## config.mk

```make
export PLATFORM = sky130hd
export DESIGN_NAME = trans_scheduler
export DESIGN_NICKNAME = d
export VERILOG_FILES = /design/src/rtl/rtl_settings_pkg.sv /design/src/rtl/addr_lfsr.sv /design/src/rtl/trans_scheduler.sv
export SDC_FILE = /design/constraint.sdc
export NUM_CORES = 1
export LEC_CHECK = 0
export ABC_CLOCK_PERIOD_IN_PS = 4700
export CORE_ASPECT_RATIO = 1.2
export CORE_MARGIN = 2
export CORE_UTILIZATION = 35
export DETAILED_ROUTE_END_ITERATION = 16
export PLACE_DENSITY = 0.66
export SLEW_MARGIN = 5
export SYNTH_ARGS = -nofsm -noshare
export SYNTH_HDL_FRONTEND = slang
export SYNTH_SLANG_ARGS = --single-unit
```

## constraint.sdc

```tcl
create_clock -name clk_i -period 4.7 [get_ports clk_i]
set_input_delay 0.94 -clock clk_i [delete_from_list [all_inputs] [get_ports clk_i]]
set_output_delay 0.94 -clock clk_i [all_outputs]
set_load 0.01 [all_outputs]
```

## src/rtl/rtl_settings_pkg.sv

```systemverilog
// Shared settings for the memory checker: CSR field positions, test/address mode
// encodings, scheduler states and the address LFSR polynomial.
package rtl_settings_pkg;

    localparam int TEST_MODE_HI  = 15;
    localparam int TEST_MODE_LO  = 14;
    localparam int ADDR_MODE_BIT = 13;

    // Galois taps for x^32 + x^22 + x^2 + x + 1 (right-shifting form)
    localparam logic [31:0] LFSR_POLY = 32'h8020_0003;

    typedef enum logic [1:0] {
        READ_ONLY       = 2'b00,
        WRITE_ONLY      = 2'b01,
        WRITE_AND_CHECK = 2'b10
    } test_mode_t;

    typedef enum logic {
        RUN_ADDR = 1'b0,
        RND_ADDR = 1'b1
    } addr_mode_t;

    typedef enum logic [1:0] {
        S_IDLE,
        S_ISSUE,
        S_DRAIN,
        S_DONE
    } sched_state_t;

    // The unused encoding 2'b11 behaves as READ_ONLY.
    function automatic test_mode_t decode_test_mode(input logic [1:0] bits);
        case (bits)
            2'b01:   return WRITE_ONLY;
            2'b10:   return WRITE_AND_CHECK;
            default: return READ_ONLY;
        endcase
    endfunction

endpackage

```

## src/rtl/addr_lfsr.sv

```systemverilog
// Galois LFSR used as the pseudo-random address source; loadable seed, step
// enable, current value and combinational next value.
module addr_lfsr
    import rtl_settings_pkg::*;
#(
    parameter int              WIDTH = 32,
    parameter logic [WIDTH-1:0] POLY = WIDTH'(LFSR_POLY)
) (
    input  logic             clk_i,
    input  logic             rst_i,
    input  logic             load_i,
    input  logic [WIDTH-1:0] seed_i,
    input  logic             step_i,
    output logic [WIDTH-1:0] value_o,
    output logic [WIDTH-1:0] next_o
);

    logic [WIDTH-1:0] value_q;
    logic [WIDTH-1:0] value_d;

    // Each bit shifts down one place and picks up the feedback where a tap is set.
    for (genvar gi = 0; gi < WIDTH; gi++) begin : g_bit
        if (gi == WIDTH - 1) begin : g_top
            assign next_o[gi] = POLY[gi] & value_q[0];
        end else begin : g_mid
            assign next_o[gi] = value_q[gi+1] ^ (POLY[gi] & value_q[0]);
        end
    end

    always_comb begin
        value_d = value_q;
        if (load_i) begin
            value_d = seed_i;
        end else if (step_i) begin
            value_d = next_o;
        end
    end

    always_ff @(posedge clk_i or posedge rst_i) begin
        if (rst_i) begin
            value_q <= '1;
        end else begin
            value_q <= value_d;
        end
    end

    assign value_o = value_q;

endmodule

```

## src/rtl/trans_scheduler.sv

```systemverilog
// Issues a programmed run of write/read requests to the transmitter and reports
// completion/error. Define TRANS_SCHED_RND_ADDR_EN to enable pseudo-random addressing.
module trans_scheduler
    import rtl_settings_pkg::*;
#(
    parameter int ADDR_W = 32,
    parameter int CNT_W  = 32
) (
    input  logic              clk_i,
    input  logic              rst_i,
    input  logic              start_i,
    input  logic [31:0]       test_param_i,
    input  logic [CNT_W-1:0]  trans_count_i,
    input  logic [ADDR_W-1:0] base_addr_i,
    input  logic [ADDR_W-1:0] addr_step_i,
    input  logic              cmp_error_i,
    input  logic              trans_ready_i,
    input  logic              trans_busy_i,
    output logic              trans_valid_o,
    output logic [ADDR_W-1:0] trans_addr_o,
    output logic              trans_type_o,
    output logic              test_done_o,
    output logic              test_error_o,
    output logic [CNT_W-1:0]  addr_done_o
);

    sched_state_t      state_q, state_d;
    test_mode_t        mode_q, mode_d;
    addr_mode_t        amode_q, amode_d;
    logic [ADDR_W-1:0] step_q, step_d;
    logic [CNT_W-1:0]  count_q, count_d;
    logic [ADDR_W-1:0] addr_q, addr_d;
    logic              type_q, type_d;
    logic              phase_q, phase_d;
    logic              valid_q, valid_d;
    logic              done_q, done_d;
    logic              error_q, error_d;
    logic [CNT_W-1:0]  addr_done_q, addr_done_d;

    test_mode_t        start_mode;
    addr_mode_t        start_amode;
    logic [ADDR_W-1:0] start_addr;
    logic [ADDR_W-1:0] next_addr;
    logic              start_ok;
    logic              handshake;
    logic              completes;
    logic              last_addr;

    assign start_mode = decode_test_mode(test_param_i[TEST_MODE_HI:TEST_MODE_LO]);
    assign start_ok   = start_i && (state_q == S_IDLE || state_q == S_DONE);
    assign handshake  = valid_q && trans_ready_i;
    // In WRITE_AND_CHECK only the read (phase 1) finishes an address.
    assign completes  = handshake && (mode_q != WRITE_AND_CHECK || phase_q);
    assign last_addr  = completes && (addr_done_q + CNT_W'(1) == count_q);

`ifdef TRANS_SCHED_RND_ADDR_EN
    logic [ADDR_W-1:0] lfsr_value;
    logic [ADDR_W-1:0] lfsr_next;
    logic [ADDR_W-1:0] lfsr_seed;

    // An all-zero seed would lock the LFSR, so it is replaced by all-ones.
    assign lfsr_seed   = (base_addr_i == '0) ? '1 : base_addr_i;
    assign start_amode = addr_mode_t'(test_param_i[ADDR_MODE_BIT]);
    assign start_addr  = (start_amode == RND_ADDR) ? lfsr_seed : base_addr_i;
    assign next_addr   = (amode_q == RND_ADDR) ? lfsr_next : addr_q + step_q;

    addr_lfsr #(
        .WIDTH (ADDR_W)
    ) u_addr_lfsr (
        .clk_i   (clk_i),
        .rst_i   (rst_i),
        .load_i  (start_ok && start_amode == RND_ADDR),
        .seed_i  (lfsr_seed),
        .step_i  (completes && amode_q == RND_ADDR),
        .value_o (lfsr_value),
        .next_o  (lfsr_next)
    );
`else
    assign start_amode = RUN_ADDR;
    assign start_addr  = base_addr_i;
    assign next_addr   = addr_q + step_q;
`endif

    always_comb begin
        state_d     = state_q;
        mode_d      = mode_q;
        amode_d     = amode_q;
        step_d      = step_q;
        count_d     = count_q;
        addr_d      = addr_q;
        type_d      = type_q;
        phase_d     = phase_q;
        valid_d     = valid_q;
        done_d      = done_q;
        error_d     = error_q;
        addr_done_d = addr_done_q;

        case (state_q)
            S_IDLE, S_DONE: begin
                if (start_i) begin
                    mode_d      = start_mode;
                    amode_d     = start_amode;
                    step_d      = addr_step_i;
                    count_d     = trans_count_i;
                    addr_d      = start_addr;
                    type_d      = (start_mode == READ_ONLY);
                    phase_d     = 1'b0;
                    addr_done_d = '0;
                    error_d     = 1'b0;
                    if (trans_count_i == '0) begin
                        state_d = S_DONE;
                        done_d  = 1'b1;
                        valid_d = 1'b0;
                    end else begin
                        state_d = S_ISSUE;
                        done_d  = 1'b0;
                        valid_d = 1'b1;
                    end
                end
            end
            S_ISSUE: begin
                if (handshake) begin
                    if (completes) begin
                        addr_done_d = addr_done_q + CNT_W'(1);
                        addr_d      = next_addr;
                        phase_d     = 1'b0;
                        type_d      = (mode_q == READ_ONLY);
                    end else begin
                        phase_d = 1'b1;
                        type_d  = 1'b1;
                    end
                end
                if (cmp_error_i) begin
                    error_d = 1'b1;
                end
                if (last_addr || cmp_error_i) begin
                    state_d = S_DRAIN;
                    valid_d = 1'b0;
                end
            end
            S_DRAIN: begin
                valid_d = 1'b0;
                if (cmp_error_i) begin
                    error_d = 1'b1;
                end
                if (!trans_busy_i) begin
                    state_d = S_DONE;
                    done_d  = 1'b1;
                end
            end
            default: state_d = S_IDLE;
        endcase
    end

    always_ff @(posedge clk_i or posedge rst_i) begin
        if (rst_i) begin
            state_q     <= S_IDLE;
            mode_q      <= READ_ONLY;
            amode_q     <= RUN_ADDR;
            step_q      <= '0;
            count_q     <= '0;
            addr_q      <= '0;
            type_q      <= 1'b0;
            phase_q     <= 1'b0;
            valid_q     <= 1'b0;
            done_q      <= 1'b0;
            error_q     <= 1'b0;
            addr_done_q <= '0;
        end else begin
            state_q     <= state_d;
            mode_q      <= mode_d;
            amode_q     <= amode_d;
            step_q      <= step_d;
            count_q     <= count_d;
            addr_q      <= addr_d;
            type_q      <= type_d;
            phase_q     <= phase_d;
            valid_q     <= valid_d;
            done_q      <= done_d;
            error_q     <= error_d;
            addr_done_q <= addr_done_d;
        end
    end

    assign trans_valid_o = valid_q;
    assign trans_addr_o  = addr_q;
    assign trans_type_o  = type_q;
    assign test_done_o   = done_q;
    assign test_error_o  = error_q;
    assign addr_done_o   = addr_done_q;

endmodule

```

==> results.ini, run 1 <==
[outcome]
status = complete, no violations

[sta]
hold_violations = 0
skew_ns = 0.00880
fin_setup_tns_ns = 0
maxSlewViolCount = 0
setup_ws_ns = 1.03
rsz0062_at_grt = false
post-route-min-period_ns = 3.67
relSlewSlack_pct = 36.7
whs_ns = 0.509
max_freq_mhz = 273
worst_slew_pin_slew_ns = 0.941
setup_viol = 0
post-route-period-util_pct = 78.0

[clocking]
clock_latency_ns = 0.43
post_cts_resized = 0
cts.path.max_buffers = 2
cts_buffers = 17
cts-hold-fix-buffers = 0
cts.reportedPaths.clkPinSlew_ns = 0.06
tritoncts = yes
h-tree-depth = 4
post_cts_buffers = 0
cts_sinks = 137
cts_root_buf = clkbuf_16

[detailed_routing]
vias = 7599
routed_wirelength_mm = 25.0
dr.pass1.iters = 4
viasPerCell = 5.37
drtIter0Drc = 409
wire_per_inst_um = 17.6
drc_errors = 0
postRouteAntennaNets = 0

[yosys]
synthFlopType = dfrtp_1
synthSimpleGateAreaFrac_pct = 16.9
synth_top_family_by_area = compound AO/OA/AOI/OAI gates
async_flop_share_pct = 100
synth_compound_area_share_pct = 16.9
synth_nets = 1094
synth_enable_flop_cells = 0
synth-seq-area-share_pct = 39.7
syn_avg_cell_area_um2 = 9.37
synthMuxAreaShare_pct = 11.1
yosys_warnings = 0
synthXorXnorAreaFrac_pct = 5.98
synth_cell_types = 70
yosys_register_bits = 137
synthAdderAreaFrac_pct = 5.71
postSynthCellCount = 922
netlist_area_um2 = 8640

[grt]
grt_pass1_vias = 7479
grt-ovfl-total = 0
grt_usage_pct = 19.6
grt_pass1_wl_mm = 39.9
grt_max_degree = 87
grt_antenna_before_repair = 0

[floorplan]
fp.dieArea_um2 = 26000
die_w_um = 147
core_area_um2 = 24500
num_io_pins = 202
die-height_um = 176
fp-row-count = 63
floorplan.initialDensity_pct = 35.2

[layout]
drive_gt1_share_pct = 11.5
final_cell_area_um2 = 11300
fin_util_pct = 46.1
area_delta_synth_final_pct = 30.7
final_cell_mix = clkdlybuf4s50_1 (171), dfrtp_1 (137), nand2_1 (84)
final_common_cell = clkdlybuf4s50_1
n_antenna_cell = 0
fin_nets = 1251

[power]
powerDensity_nw_per_um2 = 702
max-vdd-ir-drop_v = 0.000315
static-leakage-power_nw = 4.72

[setup_path]
cp_max_fo = 10
startpoint_type = flip-flop
cpLargestDelayFamily = simple AND/OR/NAND/NOR gates
path_buf_inv = 0
slowest_delay_ns = 0.86
criticalPathCategory = flip-flop to flip-flop
cp_data_required_time_ns = 5.03
slowest_stage = nor4_1
cp-end-kind = flip-flop
crit_chain = nand4_1, nor4_1, nand4_1, xnor2_1, nor4_1, o2111ai_1, o311ai_4, a21oi_1, a41oi_1
critPathArrivalTime_ns = 4.00

[min_path]
hp-class = flip-flop to flip-flop

[place]
dp_hpwl_mm = 17.8
gp_congestion = 0.906
dpl_cell_area_um2 = 10700
place.port_buffers = 171
post-place-ws_ns = 1.05

[run]
maxCapViolations = 0

cell usage after synthesis, drive strengths merged (7+ instances only):
library cell  number  share of area, %
a21o              13               1.1
a21oi             66               3.9
a31oi             11              0.80
and3              23               1.7
and4               7              0.75
buf               10              0.72
clkbuf            34               1.6
dfrtp            137                40
ha                37               5.4
inv               31               1.3
mux2              68               8.9
mux2i             19               2.2
nand2             86               3.7
nand3             16              0.93
nand4             18               1.6
nor2              60               2.6
nor2b             11              0.80
nor3              24               1.4
nor4              15               1.1
o21ai             78               4.5
o31ai             17               1.5
or3                8              0.59
xnor2             33               3.3
xor2              26               2.6
power breakdown:
| group | switching [mW] | internal, mW | total (mW) |
|---|---|---|---|
| logic | 2.39 | 2.04 | 4.43 |
| registers | 0.397 | 1.67 | 2.07 |
| clock network | 0.544 | 0.895 | 1.44 |
cell families (layout without fill, tap and decap cells):
| logic type | after synthesis | count (layout) |
|---|---|---|
| compound gates | 236 | 236 |
| simple gates | 289 | 289 |
| mux | 87 | 87 |
| fa+ha+maj | 39 | 39 |
| xor+xnor | 59 | 59 |
| flops | 137 | 137 |
| buf+inv | 75 | 244 |
final timing paths:
path,end,from,slack (ns),cells after the start
setup / recovery,state_q[1]$_DFFE_PP0P_,addr_done_o[12]$_DFFE_PP0P_,1.03,9
hold / removal,step_q[6]$_DFFE_PP0P_,step_q[6]$_DFFE_PP0P_,0.51,1
setup reg to reg,state_q[1]$_DFFE_PP0P_,addr_done_o[12]$_DFFE_PP0P_,1.03,9
hold reg to reg,step_q[6]$_DFFE_PP0P_,step_q[6]$_DFFE_PP0P_,0.51,1
max in group asynchronous,trans_addr_o[18]$_DFFE_PP0P_,rst_i,2.88,3
min in group asynchronous,trans_addr_o[2]$_DFFE_PP0P_,rst_i,1.04,2
registers in the layout, indices dropped and copies added, names as in the netlist:
signal,flops
test_error_o,1
count_q,32
trans_addr_o,32
phase_q,1
state_q,2
trans_type_o,1
trans_valid_o,1
mode_q,2
step_q,32
addr_done_o,32
test_done_o,1
metal layers:
layer	global-route usage (%)	wire length (µm)
met5	0	0
met4	7.69	767
met3	4.52	1380
met2	33.4	12300
met1	24.0	10500
worst register-to-register path, delay by kind of cell, from the launching register on:
| kind | cells | cell delay, ns |
|---|---|---|
| AND/OR/NAND/NOR | 4 | 1.82 |
| XOR/XNOR | 1 | 0.22 |
| flip-flops | 1 | 0.57 |
| AO/OA/AOI/OAI | 4 | 0.97 |
area by class of cell:
class	count	area, µm²
clock buffers	18	439
clock inverters	13	178
inverters	31	121
multi-input cells	710	4900
well taps	325	407
repair buffers	182	1820
fillers	2354	13200
flip-flops and latches	137	3430
through the flow:
stage / cells / power [mW]
finish: 1416 / 7.93
global route: 1416 / 8.58
CTS: 1416 / 7.97
detailed placement: 1385 / 6.49
global placement: 1385 / 6.40
floorplan: 922 / 5.15
Note: power is estimated with default switching activity, not from simulation.
==> run 2: changes to the inputs <==
Settings changed: ABC_CLOCK_PERIOD_IN_PS 4700 to 3820, PLACE_DENSITY 0.66 to 0.63.
Clock period 4.7 ns to 3.82 ns, I/O delays scaled along.
==> results.ini, run 2 (synthesis results as in run 1) <==
[outcome]
status = complete, no violations

[floorplan]
core_area_um2 = 24500
die-height_um = 176
fp.dieArea_um2 = 26000
fp-row-count = 63
num_io_pins = 202
floorplan.initialDensity_pct = 35.2
die_w_um = 147

[sta]
post-route-min-period_ns = 3.30
fin_setup_tns_ns = 0
whs_ns = 0.512
post-route-period-util_pct = 86.3
rsz0062_at_grt = false
skew_ns = 0.0161
setup_ws_ns = 0.522
maxSlewViolCount = 0
worst_slew_pin_slew_ns = 0.591
hold_violations = 0
max_freq_mhz = 303
setup_viol = 0
relSlewSlack_pct = 60.3

[detailed_routing]
dr.pass1.iters = 6
viasPerCell = 5.33
routed_wirelength_mm = 25.3
wire_per_inst_um = 17.7
drtIter0Drc = 426
vias = 7637
drc_errors = 0
postRouteAntennaNets = 0

[clocking]
cts_sinks = 137
cts-hold-fix-buffers = 0
clock_latency_ns = 0.43
post_cts_resized = 0
post_cts_buffers = 0
tritoncts = yes
cts.reportedPaths.clkPinSlew_ns = 0.06
cts.path.max_buffers = 2
cts_root_buf = clkbuf_16
cts_buffers = 17
h-tree-depth = 4

[setup_path]
cp_data_required_time_ns = 4.15
criticalPathCategory = flip-flop to flip-flop
startpoint_type = flip-flop
cp-end-kind = flip-flop
cp_max_fo = 10
critPathArrivalTime_ns = 3.63

[layout]
area_delta_synth_final_pct = 32.0
drive_gt1_share_pct = 12.6
fill_cells = 2336
n_antenna_cell = 0
final_common_cell = clkdlybuf4s50_1
fin_nets = 1266
multi_input_area_um2 = 4910
final_cell_mix = clkdlybuf4s50_1 (171), dfrtp_1 (137), nand2_1 (84)
final_cell_area_um2 = 11400
seq_area_um2 = 3430

[min_path]
hp-class = flip-flop to flip-flop

[power]
max-vdd-ir-drop_v = 0.000425
powerDensity_nw_per_um2 = 859
static-leakage-power_nw = 4.79

[grt]
grt_pass1_vias = 7616
grt_usage_pct = 19.8
grt_pass1_wl_mm = 40.6
grt-ovfl-total = 0
grt_antenna_before_repair = 0
grt_max_degree = 39

[place]
dp_hpwl_mm = 18.3
gp_congestion = 0.895
dpl_cell_area_um2 = 10800
post-place-ws_ns = 0.458
place.port_buffers = 171

[run]
maxCapViolations = 0

-- run 2: cell types whose count changed in the layout (fill, tap and decap cells not counted), sizes merged --
cell / change
clkinvlp: +2
clkinv: -4
clkbuf: +3
buf: +15
-- run 2: stage by stage --
stage | power, mW | instances | utilization (%)
after global routing | 10.6 | 1432 | 46.5
after global placement | 7.96 | 1400 | 44.0
final | 9.80 | 1432 | 46.5
after floorplan | 6.34 | 922 | -
after CTS | 9.88 | 1432 | 46.5
after detailed placement | 8.05 | 1400 | 44.0
-- run 2: path summary, 6_finish.rpt --
check	cells after the start	end	slack [ns]	start
max	11	state_q[1]$_DFFE_PP0P_	0.52	addr_done_o[13]$_DFFE_PP0P_
min	1	step_q[12]$_DFFE_PP0P_	0.51	step_q[12]$_DFFE_PP0P_
max reg2reg	11	state_q[1]$_DFFE_PP0P_	0.52	addr_done_o[13]$_DFFE_PP0P_
min reg2reg	1	step_q[12]$_DFFE_PP0P_	0.51	step_q[12]$_DFFE_PP0P_
max in group asynchronous	3	step_q[19]$_DFFE_PP0P_	2.26	rst_i
min in group asynchronous	2	trans_addr_o[0]$_DFFE_PP0P_	0.71	rst_i
-- run 2: where the power goes --
group | switching (mW) | leakage (nW) | internal, mW
registers | 0.501 | 1.69 | 2.05
logic | 2.94 | 2.80 | 2.54
clock network | 0.651 | 0.294 | 1.11
-- run 2: layout make-up --
class	instances	share of cell area [%]
clock buffers	21	3.95
well taps	325	3.57
repair buffers	197	16.8
clock inverters	11	1.49
multi-input cells	710	43.0
flip-flops and latches	137	30.1
inverters	31	1.05
-- run 2: layer usage --
layer / wire length, µm / up-vias / share of wire [%] / GRT usage (%)
met2: 12700 / 200 / 50 / 34.5
met4: 605 / 0 / 2.4 / 6.93
met3: 1380 / 39 / 5.5 / 4.55
met5: 0 / - / 0 / 0
met1: 10600 / 3686 / 42 / 24.1
li1: - / 3712 / - / -
-- run 2: worst max-delay path: stages (launching register included) --
cell,delay [ns]
dfrtp_1,0.57
nand4_1,0.24
nor4_1,0.50
buf_4,0.21
nand4_1,0.15
xnor2_1,0.20
nor4_1,0.32
buf_4,0.18
o2111ai_1,0.15
o311ai_4,0.39
a21oi_1,0.12
a41oi_1,0.16
==> run 3: changes to the inputs <==
--- a/config.mk
+++ b/config.mk
@@ -7,3 +7,4 @@
 export LEC_CHECK = 0
-export ABC_CLOCK_PERIOD_IN_PS = 3820
+export ABC_CLOCK_PERIOD_IN_PS = 3700
+export CAP_MARGIN = 30
 export CORE_ASPECT_RATIO = 1.2
==> constraint.sdc (replaced) <==
create_clock -name clk_i -period 3.7 [get_ports clk_i]
set_input_delay 0.555 -clock clk_i [delete_from_list [all_inputs] [get_ports clk_i]]
set_output_delay 0.555 -clock clk_i [all_outputs]
set_load 0.01 [all_outputs]
==> results.ini, run 3 (synthesis results as in run 1) <==
[sta]
post-route-period-util_pct = 87.8
worst_slew_pin_slew_ns = 0.814
post-route-min-period_ns = 3.25
maxSlewViolCount = 0
max_freq_mhz = 308
fin_setup_tns_ns = 0
skew_ns = 0.0117
setup_viol = 0
hold_violations = 0
setup_ws_ns = 0.450
relSlewSlack_pct = 45.6
rsz0062_at_grt = false

[clocking]
cts_root_buf = clkbuf_16
post_cts_resized = 0
cts.reportedPaths.clkPinSlew_ns = 0.06
cts_sinks = 137
h-tree-depth = 4
tritoncts = yes
cts-hold-fix-buffers = 0
post_cts_buffers = 0
cts_buffers = 17
clock_latency_ns = 0.42
cts.path.max_buffers = 2

[setup_path]
cp_max_fo = 5
critPathArrivalTime_ns = 3.61
crit_chain = ha_1, inv_1, fa_1, nor2b_1, o2111ai_1, nand3_1, a211oi_1, o21ai_0, a21oi_1, o21ai_0, mux2_2, nand2_1
cpMostUsedCell = o21ai_0
slowest_stage = o21ai_0
slowest_delay_ns = 0.50
cpLargestDelayFamily = compound AO/OA/AOI/OAI gates
cp_data_required_time_ns = 4.06
startpoint_type = flip-flop
cp-end-kind = flip-flop
criticalPathCategory = flip-flop to flip-flop
r2r_slack_ns = 0.45
path_buf_inv = 1

[grt]
grt_pass1_vias = 7728
grt_max_degree = 72
grt-ovfl-total = 0
grt_antenna_before_repair = 0
grt_usage_pct = 19.8
grt_pass1_wl_mm = 40.7

[detailed_routing]
met2_length_mm = 12.5
dr.pass1.iters = 5
maxUsedRoutingLayer = met4
postRouteAntennaNets = 0
wire_per_inst_um = 17.6
viasPerCell = 5.40
drtIter0Drc = 368
wl_met1_mm = 10.3
routed_wirelength_mm = 25.2
wl_met3_mm = 1.60
vias = 7738
drc_errors = 0

[place]
dp_cells = 1402
place.port_buffers = 171
gp_congestion = 0.891
post-place-ws_ns = 0.483
dp_hpwl_mm = 18.1

[run]
maxCapViolations = 0

[floorplan]
die_w_um = 147
fp-row-count = 63
fp.dieArea_um2 = 26000
floorplan.initialDensity_pct = 35.2
die-height_um = 176
core_area_um2 = 24500
num_io_pins = 202

[layout]
fin_cells = 1432
area_delta_synth_final_pct = 32.6
final_cell_mix = clkdlybuf4s50_1 (171), dfrtp_1 (137), nand2_1 (84)
fin_nets = 1268
n_antenna_cell = 0
final_common_cell = clkdlybuf4s50_1
drive_gt1_share_pct = 12.8

[min_path]
hp-class = flip-flop to flip-flop

[power]
powerDensity_nw_per_um2 = 889
static-leakage-power_nw = 4.83
max-vdd-ir-drop_v = 0.000422

[outcome]
status = complete, no violations

-- run 3: where the power goes --
part	internal [mW]	switching (mW)
logic	2.61	3.04
clock network	1.23	0.686
registers	2.12	0.514
total	5.95	4.24
-- run 3: layout make-up --
cell class / instances / area (µm²)
clock buffer: 19 / 453
clock inverter: 11 / 195
fill: 2314 / 13100
inverter: 31 / 120
multi-input combinational: 710 / 4910
sequential: 137 / 3430
tap: 325 / 407
timing repair buffer: 199 / 1950
-- run 3: per-stage QoR --
stage                     utilization [%]  area, µm²  hold WS, ns  total power [mW]
after CTS                            46.7      11500        0.513              10.3
after global placement               44.1      10800        0.494              8.19
final                                46.7      11500        0.508              10.2
after global routing                 46.7      11500        0.521              11.0
after floorplan                         -       8640        0.461              6.54
after detailed placement             44.1      10800        0.500              8.28
-- run 3: final timing paths --
path                                        startpoint                      endpoint  cells past startpoint
setup / recovery           trans_addr_o[0]$_DFFE_PP0P_  trans_addr_o[30]$_DFFE_PP0P_                     12
setup reg to reg           trans_addr_o[0]$_DFFE_PP0P_  trans_addr_o[30]$_DFFE_PP0P_                     12
max in group asynchronous                        rst_i        step_q[31]$_DFFE_PP0P_                      3
hold reg to reg               trans_type_o$_DFFE_PP0P_      trans_type_o$_DFFE_PP0P_                      1
hold / removal                trans_type_o$_DFFE_PP0P_      trans_type_o$_DFFE_PP0P_                      1
min in group asynchronous                        rst_i       count_q[14]$_DFFE_PP0P_                      2
-- run 3: layer usage --
metal | track usage, % | vias up
li1 | - | 3697
met2 | 34.0 | 262
met1 | 24.0 | 3725
met3 | 4.60 | 54
met4 | 8.17 | 0
met5 | 0 | -
